===== config.mk =====
export PLATFORM = sky130hd
export DESIGN_NAME = bin_to_bcd_seq
export DESIGN_NICKNAME = d
export VERILOG_FILES = /design/src/rtl/bin_to_bcd_seq.sv
export SDC_FILE = /design/constraint.sdc
export NUM_CORES = 1
export LEC_CHECK = 0
export ABC_AREA = 1
export CAP_MARGIN = 20
export CORE_MARGIN = 8
export CORE_UTILIZATION = 43
export DETAILED_ROUTE_END_ITERATION = 12
export GPL_ROUTABILITY_DRIVEN = 0
export PLACE_DENSITY = 0.62
export SLEW_MARGIN = 40
export SYNTH_ARGS = -nofsm -noshare
export SYNTH_HDL_FRONTEND = slang
export SYNTH_SLANG_ARGS = --single-unit

===== constraint.sdc =====
create_clock -name clk -period 1.9 [get_ports clk]
set_input_delay 0.38 -clock clk [delete_from_list [all_inputs] [get_ports clk]]
set_output_delay 0.38 -clock clk [all_outputs]
set_load 0.05 [all_outputs]

===== src/rtl/bin_to_bcd_seq.sv =====
// bin_to_bcd_seq
// Sequential binary-to-BCD converter (double-dabble), one input bit per clock.
// Feeds the 4-digit display nibble selector with packed BCD digits.
//
// Ports:
//   clk      in   system clock, rising edge
//   reset_n  in   asynchronous active-low reset
//   start    in   conversion request, sampled only in IDLE
//   bin_in   in   [BIN_W-1:0] binary value, captured on the accepting edge
//   busy     out  high during SHIFT and DONE
//   done     out  one-cycle pulse, bcd_out/overflow valid from this cycle
//   bcd_out  out  [4*DIGITS-1:0] packed BCD, digit0 in [3:0]; held between conversions
//   overflow out  last captured bin_in exceeded MAX_VAL; updated with bcd_out
//
// Optional build macro: BIN_TO_BCD_AUTO_CONVERT_EN
//   When defined, IDLE also launches a conversion whenever bin_in differs from
//   the value captured by the most recent conversion (last_bin).
//
// state | meaning
// IDLE  | waiting for start (or a changed bin_in with auto-convert)
// SHIFT | one shift-add-3 iteration per cycle, BIN_W iterations
// DONE  | result published, done pulse high, returns to IDLE

module bin_to_bcd_seq #(
    parameter int BIN_W   = 14,
    parameter int DIGITS  = 4,
    parameter int MAX_VAL = 9999
) (
    input  logic                  clk,
    input  logic                  reset_n,
    input  logic                  start,
    input  logic [BIN_W-1:0]      bin_in,
    output logic                  busy,
    output logic                  done,
    output logic [4*DIGITS-1:0]   bcd_out,
    output logic                  overflow
);

    localparam int BCD_W = 4 * DIGITS;
    localparam int CNT_W = (BIN_W > 1) ? $clog2(BIN_W) : 1;
    localparam logic [BCD_W-1:0] SAT_BCD = {DIGITS{4'h9}};

    typedef enum logic [1:0] {
        IDLE  = 2'd0,
        SHIFT = 2'd1,
        DONE  = 2'd2
    } state_t;

    state_t                   state_q, state_d;
    logic [BCD_W-1:0]         acc_q, acc_d;
    logic [BIN_W-1:0]         sr_q, sr_d;
    logic [CNT_W-1:0]         cnt_q, cnt_d;
    logic                     ovf_pend_q, ovf_pend_d;
    logic [BCD_W-1:0]         bcd_q, bcd_d;
    logic                     ovf_q, ovf_d;
    logic                     busy_q, busy_d;
    logic                     done_q, done_d;

    logic [BCD_W-1:0]         adj;
    logic [BCD_W+BIN_W-1:0]   shift_word;
    logic [BCD_W-1:0]         acc_step;
    logic [BIN_W-1:0]         sr_step;
    logic                     go;

`ifdef BIN_TO_BCD_AUTO_CONVERT_EN
    logic [BIN_W-1:0]         last_bin_q, last_bin_d;
`endif

    // One double-dabble iteration: per-nibble +3 (truncated, so no carry can
    // cross a nibble boundary), then shift the combined word left by one.
    always_comb begin
        adj = acc_q;
        for (int i = 0; i < DIGITS; i++) begin
            if (acc_q[4*i +: 4] >= 4'd5) begin
                adj[4*i +: 4] = acc_q[4*i +: 4] + 4'd3;
            end
        end
        shift_word = {adj, sr_q} << 1;
        acc_step   = shift_word[BCD_W+BIN_W-1:BIN_W];
        sr_step    = shift_word[BIN_W-1:0];
    end

`ifdef BIN_TO_BCD_AUTO_CONVERT_EN
    assign go = start || (bin_in != last_bin_q);
`else
    assign go = start;
`endif

    always_comb begin
        state_d    = state_q;
        acc_d      = acc_q;
        sr_d       = sr_q;
        cnt_d      = cnt_q;
        ovf_pend_d = ovf_pend_q;
        bcd_d      = bcd_q;
        ovf_d      = ovf_q;
        busy_d     = busy_q;
        done_d     = 1'b0;
`ifdef BIN_TO_BCD_AUTO_CONVERT_EN
        last_bin_d = last_bin_q;
`endif
        case (state_q)
            IDLE: begin
                busy_d = 1'b0;
                if (go) begin
                    sr_d       = bin_in;
                    acc_d      = '0;
                    cnt_d      = CNT_W'(BIN_W - 1);
                    ovf_pend_d = (bin_in > BIN_W'(MAX_VAL));
                    busy_d     = 1'b1;
                    state_d    = SHIFT;
`ifdef BIN_TO_BCD_AUTO_CONVERT_EN
                    last_bin_d = bin_in;
`endif
                end
            end
            SHIFT: begin
                acc_d = acc_step;
                sr_d  = sr_step;
                if (cnt_q == '0) begin
                    // Final iteration: publish its result on the same edge.
                    bcd_d   = ovf_pend_q ? SAT_BCD : acc_step;
                    ovf_d   = ovf_pend_q;
                    done_d  = 1'b1;
                    state_d = DONE;
                end else begin
                    cnt_d = cnt_q - CNT_W'(1);
                end
            end
            DONE: begin
                busy_d  = 1'b0;
                state_d = IDLE;
            end
            default: begin
                busy_d  = 1'b0;
                state_d = IDLE;
            end
        endcase
    end

    always_ff @(posedge clk or negedge reset_n) begin
        if (!reset_n) begin
            state_q    <= IDLE;
            acc_q      <= '0;
            sr_q       <= '0;
            cnt_q      <= '0;
            ovf_pend_q <= 1'b0;
            bcd_q      <= '0;
            ovf_q      <= 1'b0;
            busy_q     <= 1'b0;
            done_q     <= 1'b0;
`ifdef BIN_TO_BCD_AUTO_CONVERT_EN
            last_bin_q <= '0;
`endif
        end else begin
            state_q    <= state_d;
            acc_q      <= acc_d;
            sr_q       <= sr_d;
            cnt_q      <= cnt_d;
            ovf_pend_q <= ovf_pend_d;
            bcd_q      <= bcd_d;
            ovf_q      <= ovf_d;
            busy_q     <= busy_d;
            done_q     <= done_d;
`ifdef BIN_TO_BCD_AUTO_CONVERT_EN
            last_bin_q <= last_bin_d;
`endif
        end
    end

    assign busy     = busy_q;
    assign done     = done_q;
    assign bcd_out  = bcd_q;
    assign overflow = ovf_q;

endmodule


==> parameters.txt <==
Parameter                              Value

Drt
  Post-DR vias/cell    5.02
  Average detailed-routed wire length per instance    13.4 um
  Final wirelength    6.01 mm
  Detailed-route DRC error count    0
  Iter 0 DRT Violations    79
  Drt first pass iters    4
  Routed vias    2258
  Antenna violation net count after detailed routing    0

Setup path
  Critical Path Sink Type    output pin
  R2r worst-path depth    7
  Critical-path cell with the highest stage delay    sky130_fd_sc_hd__clkdlybuf4s50_1
  FF-to-FF End    bcd_out[4]$_DFFE_PN0P_
  Depth of the critical timing path with buffers and inverters included    1
  Reg2reg start    acc_q[0]$_DFFE_PN0P_
  Crit path max fanout    1
  Cell type group with the largest total delay on the critical path    buffers and inverters
  Worst setup path endpoint    done
  Type of element launching the critical path    flip-flop
  Timing startpoint of the critical path    done$_DFF_PN0_
  Slack of the worst reg-to-reg path    0.31 ns
  WS Path Type    reg2out
  CP Data Required Time    1.52 ns
  Worst EP arrival    1.43 ns
  Ordered cell list for the critical path    clkdlybuf4s50_1
  Combined buffer and inverter count along the critical path    1
  Slowest cell delay on critical path    0.80 ns

Place
  Cell area after placement    3110 sq um
  Pre-CTS setup slack    0.292 ns
  Placed wire-length estimate    4.43 mm
  Buffers added on ports    35
  Number of placed instances with taps included    442

Power
  Leakage dissipation    0.00164 uW
  Power density of the placed cells    1820 nW/um^2
  Maximum vdd drop    939 uV

Global route
  Total routing usage reported by global routing    14.5%
  Initial antenna violation count    0
  Global-route wire length before repair    10.5 mm
  Overflow left after global routing    0
  Number of global-route vias before repair    2279
  Pin count of the biggest net entering global routing    27

STA
  Setup TNS    0 ns
  Setup repair after global routing missed its margin    false
  Setup-failing EPs final    0
  Headroom to the max-slew limit    65.9%
  Fraction of the cycle the final worst path needs    95.2%
  Worst Clk Skew    0.0106 ns
  Final-report max-slew violation count    0
  Final worst slack    0.0915 ns
  Worst Tran Pin Value    0.512 ns
  Final period demand of the worst path    1.81 ns
  Final hold violations    0
  Maximum achievable frequency    553 MHz

Finish
  Growth of design area from synthesis to finish    17.7%
  Core occupancy in the finished layout    51.4%
  Fin area    3210 sq um
  Count of inserted antenna diode cells    0
  Fraction of final layout cells sized beyond drive strength 1    11.0%
  Final cell count without fillers    450
  Final-stage net count    398
  Count of fill cells added during filler insertion    619

Yosys
  Total of flip-flops plus latches after synthesis    56
  Sequential cell area fraction in the yosys report    51.4%
  Distinct cell type count after synthesis    23
  Synthesized cell area    2720 sq um
  Warning count from the yosys run    0
  Gate count of the mapped netlist    332
  Avg Inst Size Synth    8.20 sq um
  Total nets after synthesis    358

Floorplan
  Number of top-level pins    36
  Floorplan die height    95.6 um
  Number of placement rows    29
  Die Footprint    9140 sq um
  Effective utilization at floorplan    43.6%
  Core region area    6240 sq um
  Die Wd    95.6 um

Clock tree
  CTS tree    built
  Count of instances resized after the clock tree is built    0
  Root cell of the clock tree    sky130_fd_sc_hd__clkbuf_8
  CTS Buffer Depth    2
  Clock insertion delay at the later pin of the skew report    0.31 ns
  Clock transition at the registers of the reported paths    0.10 ns
  Num Clock Sinks    56
  CTS HTree Levels    2
  Inserted Clock Buffers    5
  Hold-fix buffer count after cts    0
  Post-CTS Setup Bufs    0

Hold path
  HP Class    in2async

Run status
  Run status    finished clean

Run
  Maximum capacitance violations    0
==> worst min path at each step <==
stage / to / slack, ns / cells after the start
global route: acc_q[11]$_DFFE_PN0P_ / 0.06 / 1
finish: sr_q[9]$_DFFE_PN0P_ / 0.03 / 1
detailed placement: acc_q[11]$_DFFE_PN0P_ / 0.38 / 1
floorplan: acc_q[0]$_DFFE_PN0P_ / 0.08 / 0
CTS: acc_q[11]$_DFFE_PN0P_ / 0.05 / 1
global placement: acc_q[11]$_DFFE_PN0P_ / 0.38 / 1
==> cell usage in the layout (no fill, tap or decap), types with 2 or more instances in the layout <==
| master | count |
|---|---|
| sky130_fd_sc_hd__o211ai_1 | 2 |
| sky130_fd_sc_hd__nand3_1 | 16 |
| sky130_fd_sc_hd__o211ai_2 | 2 |
| sky130_fd_sc_hd__clkbuf_1 | 2 |
| sky130_fd_sc_hd__clkdlybuf4s50_1 | 16 |
| sky130_fd_sc_hd__o221ai_1 | 2 |
| sky130_fd_sc_hd__a21oi_1 | 7 |
| sky130_fd_sc_hd__o21ai_1 | 4 |
| sky130_fd_sc_hd__inv_1 | 37 |
| sky130_fd_sc_hd__inv_2 | 2 |
| sky130_fd_sc_hd__o21ai_0 | 32 |
| sky130_fd_sc_hd__dfrtp_1 | 56 |
| sky130_fd_sc_hd__clkbuf_8 | 6 |
| sky130_fd_sc_hd__nand2_4 | 2 |
| sky130_fd_sc_hd__nor2_4 | 2 |
| sky130_fd_sc_hd__buf_4 | 23 |
| sky130_fd_sc_hd__nand4_1 | 3 |
| sky130_fd_sc_hd__nor2_1 | 37 |
| sky130_fd_sc_hd__ha_1 | 9 |
| sky130_fd_sc_hd__nand2_1 | 101 |
| sky130_fd_sc_hd__o22ai_1 | 6 |
==> flip-flops by register name, indices dropped and copies added, names as in the netlist <==
signal      cells
state_q         2
bcd_out        16
done            1
ovf_pend_q      1
overflow        1
acc_q          16
sr_q           14
cnt_q           4
busy            1
==> through the flow <==
step | hold slack [ns] | power (uW)
after global routing | 0.0555 | 6390
final | 0.0340 | 5850
after floorplan | 0.0844 | 4390
after CTS | 0.0456 | 5900
after global placement | 0.382 | 5130
after detailed placement | 0.378 | 5220
==> power by group <==
part	switching [uW]	leakage (uW)	internal (uW)	total [uW]
sequential	333	0.000682	1750	2090
clock	383	0.0000455	299	682
combinational	2090	0.000912	986	3080
==> cell type report <==
| cell class | instances | area [sq um] | share of cell area (%) |
|---|---|---|---|
| inverters | 40 | 153 | 4.76 |
| well taps | 77 | 96.3 | 3.00 |
| repair buffers | 42 | 370 | 11.5 |
| clock buffers | 8 | 90.1 | 2.81 |
| multi-input cells | 227 | 1100 | 34.2 |
| flip-flops and latches | 56 | 1400 | 43.7 |
==> synthesized netlist by cell type, drive strengths merged <==
library cell	count	area (sq um)
o221ai	2	17.5
nand3	16	80.1
inv	40	153
nand2	104	408
o21ai	36	180
buf	9	73.8
nand4	3	18.8
ha	9	113
nor2	39	161
a21oi	7	35.0
dfrtp	56	1400
nor3	1	5.00
o22ai	6	37.5
o211ai	4	40.0
==> per-layer routing <==
layer	global-route usage, %	vias to the layer above	wire length, um
met5	0	-	0
met1	18.7	1070	2860
met4	4.48	0	78
met3	3.39	9	290
met2	23.7	44	2780
li1	-	1135	-
==> logic make-up after synthesis <==
logic type | Yosys count | synth area share [%]
AOI/OAI and AO/OA | 55 | 11.4
buffers and inverters | 49 | 8.31
DFF | 56 | 51.4
adders and majority gates | 9 | 4.13
and+or+nand+nor | 163 | 24.7
(Power assumes the default switching activity.)
